`src/rtl/iob_cache_write_buffer_pkg.sv`:
```
// Shared constants and types for the cache write-through buffer.
package iob_cache_write_buffer_pkg;

  // Default geometry of the cache front-end and of the write buffer.
  localparam int unsigned IobCacheFeAddrW   = 32;
  localparam int unsigned IobCacheFeDataW   = 32;
  localparam int unsigned IobCacheWtbufDepthW = 2;

  // Channel ownership of the head entry: StBusy means the head is in flight.
  typedef enum logic {
    StIdle = 1'b0,
    StBusy = 1'b1
  } wtbuf_state_e;

endpackage

```
`src/rtl/iob_cache_wtbuf_mem.sv`:
```
// Register file holding the queued write entries: synchronous write, asynchronous read.
module iob_cache_wtbuf_mem #(
  parameter int unsigned DEPTH_W = 2,
  parameter int unsigned ENTRY_W = 64
) (
  input  logic               clk_i,
  input  logic               we_i,
  input  logic [DEPTH_W-1:0] waddr_i,
  input  logic [ENTRY_W-1:0] wdata_i,
  input  logic [DEPTH_W-1:0] raddr_i,
  output logic [ENTRY_W-1:0] rdata_o
);

  logic [ENTRY_W-1:0] mem_q [2**DEPTH_W];

  // Storage is intentionally not reset; validity is tracked by the level counter.
  always_ff @(posedge clk_i) begin
    if (we_i) begin
      mem_q[waddr_i] <= wdata_i;
    end
  end

  assign rdata_o = mem_q[raddr_i];

endmodule

```
`src/rtl/iob_cache_write_buffer.sv`:
```
// Write-through FIFO between the cache front-end and the write channel; drains in order.
module iob_cache_write_buffer
  import iob_cache_write_buffer_pkg::*;
#(
  parameter int unsigned FE_ADDR_W = IobCacheFeAddrW,
  parameter int unsigned FE_DATA_W = IobCacheFeDataW,
  parameter int unsigned DEPTH_W   = IobCacheWtbufDepthW,
  localparam int unsigned FE_NBYTES   = FE_DATA_W / 8,
  localparam int unsigned FE_NBYTES_W = $clog2(FE_NBYTES),
  localparam int unsigned WADDR_W     = FE_ADDR_W - FE_NBYTES_W
) (
  input  logic                 clk_i,
  input  logic                 reset_i,
  input  logic                 wr_valid_i,
  input  logic [WADDR_W-1:0]   wr_addr_i,
  input  logic [FE_NBYTES-1:0] wr_wstrb_i,
  input  logic [FE_DATA_W-1:0] wr_wdata_i,
  output logic                 wr_ready_o,
  output logic                 valid_o,
  output logic [WADDR_W-1:0]   addr_o,
  output logic [FE_NBYTES-1:0] wstrb_o,
  output logic [FE_DATA_W-1:0] wdata_o,
  input  logic                 ready_i,
  output logic                 empty_o,
  output logic [DEPTH_W:0]     level_o
);

  localparam int unsigned ENTRY_W = WADDR_W + FE_NBYTES + FE_DATA_W;
  localparam int unsigned Depth   = 2 ** DEPTH_W;
  localparam logic [DEPTH_W:0]   LevelFull = Depth[DEPTH_W:0];
  localparam logic [DEPTH_W:0]   LevelZero = '0;
  localparam logic [DEPTH_W:0]   LevelOne  = {{DEPTH_W{1'b0}}, 1'b1};
  localparam logic [DEPTH_W:0]   LevelTwo  = LevelOne + LevelOne;
  localparam logic [DEPTH_W-1:0] PtrOne    = {{(DEPTH_W-1){1'b0}}, 1'b1};

  logic [DEPTH_W-1:0] wptr_q, wptr_d;
  logic [DEPTH_W-1:0] rptr_q, rptr_d;
  logic [DEPTH_W:0]   level_q, level_d;
  wtbuf_state_e       state_q, state_d;

  logic               full;
  logic               push;
  logic               pop;
  logic [ENTRY_W-1:0] wr_entry;
  logic [ENTRY_W-1:0] rd_entry;

  assign full     = (level_q == LevelFull);
  assign push     = wr_valid_i & ~full;
  // The channel's ready in the busy state is its ack for the in-flight head.
  assign pop      = (state_q == StBusy) & ready_i & (level_q != LevelZero);
  assign wr_entry = {wr_addr_i, wr_wstrb_i, wr_wdata_i};

  iob_cache_wtbuf_mem #(
    .DEPTH_W(DEPTH_W),
    .ENTRY_W(ENTRY_W)
  ) u_mem (
    .clk_i  (clk_i),
    .we_i   (push),
    .waddr_i(wptr_q),
    .wdata_i(wr_entry),
    .raddr_i(rptr_q),
    .rdata_o(rd_entry)
  );

  assign {addr_o, wstrb_o, wdata_o} = rd_entry;
  assign wr_ready_o = ~full;
  assign level_o    = level_q;
  assign empty_o    = (level_q == LevelZero) & (state_q == StIdle);

  // Inflight FSM and output decode; in busy, valid_o announces a follow-on entry.
  always_comb begin
    state_d = state_q;
    valid_o = 1'b0;
    unique case (state_q)
      StIdle: begin
        valid_o = (level_q != LevelZero);
        if (valid_o && ready_i) begin
          state_d = StBusy;
        end
      end
      StBusy: begin
        valid_o = (level_q >= LevelTwo);
        if (ready_i && !valid_o) begin
          state_d = StIdle;
        end
      end
      default: state_d = StIdle;
    endcase
  end

  // Pointer and level next-state; simultaneous push and pop keeps the level.
  always_comb begin
    wptr_d  = push ? wptr_q + PtrOne : wptr_q;
    rptr_d  = pop ? rptr_q + PtrOne : rptr_q;
    level_d = level_q;
    if (push && !pop) begin
      level_d = level_q + LevelOne;
    end else if (!push && pop) begin
      level_d = level_q - LevelOne;
    end
  end

  // Control state; reset discards every entry including the one in flight.
  always_ff @(posedge clk_i) begin
    if (reset_i) begin
      wptr_q  <= '0;
      rptr_q  <= '0;
      level_q <= '0;
      state_q <= StIdle;
    end else begin
      wptr_q  <= wptr_d;
      rptr_q  <= rptr_d;
      level_q <= level_d;
      state_q <= state_d;
    end
  end

endmodule

```
`config.mk`:
```
export PLATFORM = sky130hd
export DESIGN_NAME = iob_cache_write_buffer
export DESIGN_NICKNAME = d
export VERILOG_FILES = /design/src/rtl/iob_cache_write_buffer_pkg.sv /design/src/rtl/iob_cache_wtbuf_mem.sv /design/src/rtl/iob_cache_write_buffer.sv
export SDC_FILE = /design/constraint.sdc
export NUM_CORES = 1
export LEC_CHECK = 0
export ABC_AREA = 1
export BUFFER_PORTS_ARGS = -buffer_cell sky130_fd_sc_hd__buf_2
export CAP_MARGIN = 20
export CORE_ASPECT_RATIO = 1.2
export CORE_MARGIN = 4
export CORE_UTILIZATION = 45
export DETAILED_ROUTE_END_ITERATION = 12
export GPL_TIMING_DRIVEN = 0
export PLACE_DENSITY = 0.63
export SYNTH_ARGS = -nofsm -noshare
export SYNTH_HDL_FRONTEND = slang
export SYNTH_HIERARCHICAL = 1
export SYNTH_SLANG_ARGS = --single-unit
```
`constraint.sdc`:
```
create_clock -name clk_i -period 14 [get_ports clk_i]
set_clock_uncertainty 0.2 [all_clocks]
set_input_delay 0 -clock clk_i [delete_from_list [all_inputs] [get_ports clk_i]]
set_output_delay 0 -clock clk_i [all_outputs]
set_load 0.05 [all_outputs]
```
==> metrics.txt <==
run status=finished clean; Clock transition at path regs=approximately 60 ps; dominant cells by area after synthesis=edfxtp_1, nand2_1, inv_1, nand3_1, dfxtp_1; drt initial violations=about 310; cell breakdown of the critical path=nor2_2 -> nand2_2 -> nand2_2 -> inv_2 -> inv_1 -> nor3_2 -> buf_8 -> buf_6 -> buf_6; final instance area=0.0148 mm²; Layout Area Growth over Synthesis=27.4%; Slew Limit Fails=0; Root Buffer=clkbuf_16; maximum level of the CTS H-tree=1; Clock Path Buffers=3; Worst EP arrival=approximately 2800 ps; vias per inst=4.52; Post-synth top cells=nand2_1, inv_1, edfxtp_1, nand3_1, buf_2; Setup WS pre-CTS=11270 ps; first-pass GRT wire length=40100 µm; leakage power=0.00686 µW; Final Wtd Congestion=approximately 0.73; Die Wd=155 µm; full die area=between 0.02 and 0.03 mm²; crit path max fanout=11; syn_nets=around 1.2k; area post-placement=0.0131 mm²; most common cell in the netlist=nand2_1; top cell type by total area after synthesis=edfxtp_1; Distinct cells, synth=24; Core Rows=64; post-synth top area share=0.684; Hold Buf Count CTS=a little under 80; CP Buf/Inv Count=5; final period utilization=0.195; setup TNS=0 ps; drt pass-1 iters=5; IO Pins=142; Via Count=7844; Max-Cap Viols=0; vias in the first global route=7888; Overall Power=2190 µW; Skew-Pair Late Insertion Delay=around 530 ps; Detail Route Antenna Nets=0; Post-synth EDFFs=264; Post-Route WL=25500 µm; largest net degree at the start of global routing=15; Max-slew headroom=0.336; CTS tree=built; RSZ-0062 raised after global routing=no; drt drc=0; CP required=14040 ps; Post-CTS Setup Inserts=0; CTS buffer count=28; Post-Syn Area=approximately 0.012 mm²; Worst Setup Path Type=flop to flop; Yosys reg bits=272; max frequency=367 MHz; ys flop type=edfxtp_1; hold crit path type=input port to flop; endpoint class of the critical path=flop; WL/cell=14.7 µm; CP peak stage delay=760 ps; slew of the pin with the lowest slew margin=991 ps; post-DP HPWL=17200 µm; Synth warnings=6; die span in y=184 µm; Synth async-reset ratio=0; CP max-delay cell=nor3_2; Initial Util=0.455; synthesized area per cell=10.5 µm²; layout cells sized above 1=0.192; GR Overflow Total=0; Worst Setup Start Kind=flop; Post-Syn Instances=1107; Worst path top cell family by delay=simple AND/OR/NAND/NOR gates; fin nets=~1.5k; clk sinks=about 270; Final Hold Vio Count=0; fin crit period=2730 ps; final worst setup slack=11270 ps; maximum VDD drop=136 µV; # resized after CTS=0; core footprint=0.0255 mm²; Port Buf Inserts=141; # setup viols final=0; Pwr Density=approximately 150 mW/mm²; initial antenna violation count=1; GRT Resource Usage Total=0.179; Seq/Total Area, Yosys=0.698
[report_power, final]
| part | switching (µW) | internal, µW |
|---|---|---|
| Combinational | 353 | 127 |
| Sequential | 16.2 | 953 |
| Clock | 294 | 451 |
[registers in the layout, summed over array words and instances (netlist names)]
| name | count |
|---|---|
| level_o | 3 |
| u_mem/mem_q | 264 |
| rptr_q | 2 |
| state_q | 1 |
| wptr_q | 2 |
[per-layer routing]
layer,vias to the layer above,part of all wire,global-route usage
met1,3605,0.41,0.217
met5,-,0,0
met3,48,0.055,0.0341
met4,0,0.021,0.0495
met2,178,0.51,0.326
li1,4013,-,-
[cells by family (layout without fill, tap and decap cells)]
logic type / after synthesis / after routing / synth area share
simple gates: 502 / 502 / 0.181
buf+inv: 323 / 622 / 0.114
flops: 272 / 272 / 0.698
compound gates: 7 / 7 / 0.00334
fa+ha+maj: 2 / 2 / 0.00281
xor+xnor: 1 / 1 / 0.000756
other cells: 0 / 1 / 0
[area by class of cell]
| type | count | area (µm²) |
|---|---|---|
| sequential | 272 | 8090 |
| antenna | 1 | 2.50 |
| tap | 330 | 413 |
| clock inverter | 17 | 191 |
| timing repair buffer | 248 | 1810 |
| multi-input combinational | 512 | 2200 |
| buffer | 43 | 274 |
| inverter | 280 | 1050 |
| clock buffer | 34 | 744 |
| fill | 2085 | 10700 |
[through the flow]
| stage | utilization | std cells | hold WS, ps |
|---|---|---|---|
| floorplan | - | 1107 | -138 |
| global placement | 0.499 | 1578 | 10.3 |
| detailed placement | 0.513 | 1607 | 14.1 |
| CTS | 0.580 | 1736 | 0.375 |
| global route | 0.580 | 1737 | 3.46 |
| finish | 0.580 | 1737 | 20.8 |
[cell usage in the layout, fill, tap and decap left out, types with 5 or more instances in the layout]
cell / count
clkbuf_1: 8
edfxtp_1: 264
inv_1: 275
dlygate4sd3_1: 78
nand2_1: 344
clkinv_2: 6
buf_2: 168
clkbuf_16: 29
inv_2: 5
nor2_1: 8
dfxtp_1: 8
buf_6: 36
nand3_1: 136
[path summary, 6_finish.rpt]
| kind | from | to | slack [ps] | cells past startpoint |
|---|---|---|---|---|
| worst max-delay path | level_o[1] | u_mem/mem_q[2][52] | 11270 | 9 |
| worst min-delay path | wr_wdata_i[12] | u_mem/mem_q[1][12] | 20 | 2 |
| worst max register to register | level_o[1] | u_mem/mem_q[2][52] | 11270 | 9 |
| worst min register to register | state_q | state_q | 320 | 2 |
No activity file was read; power rests on OpenSTA's default activity.
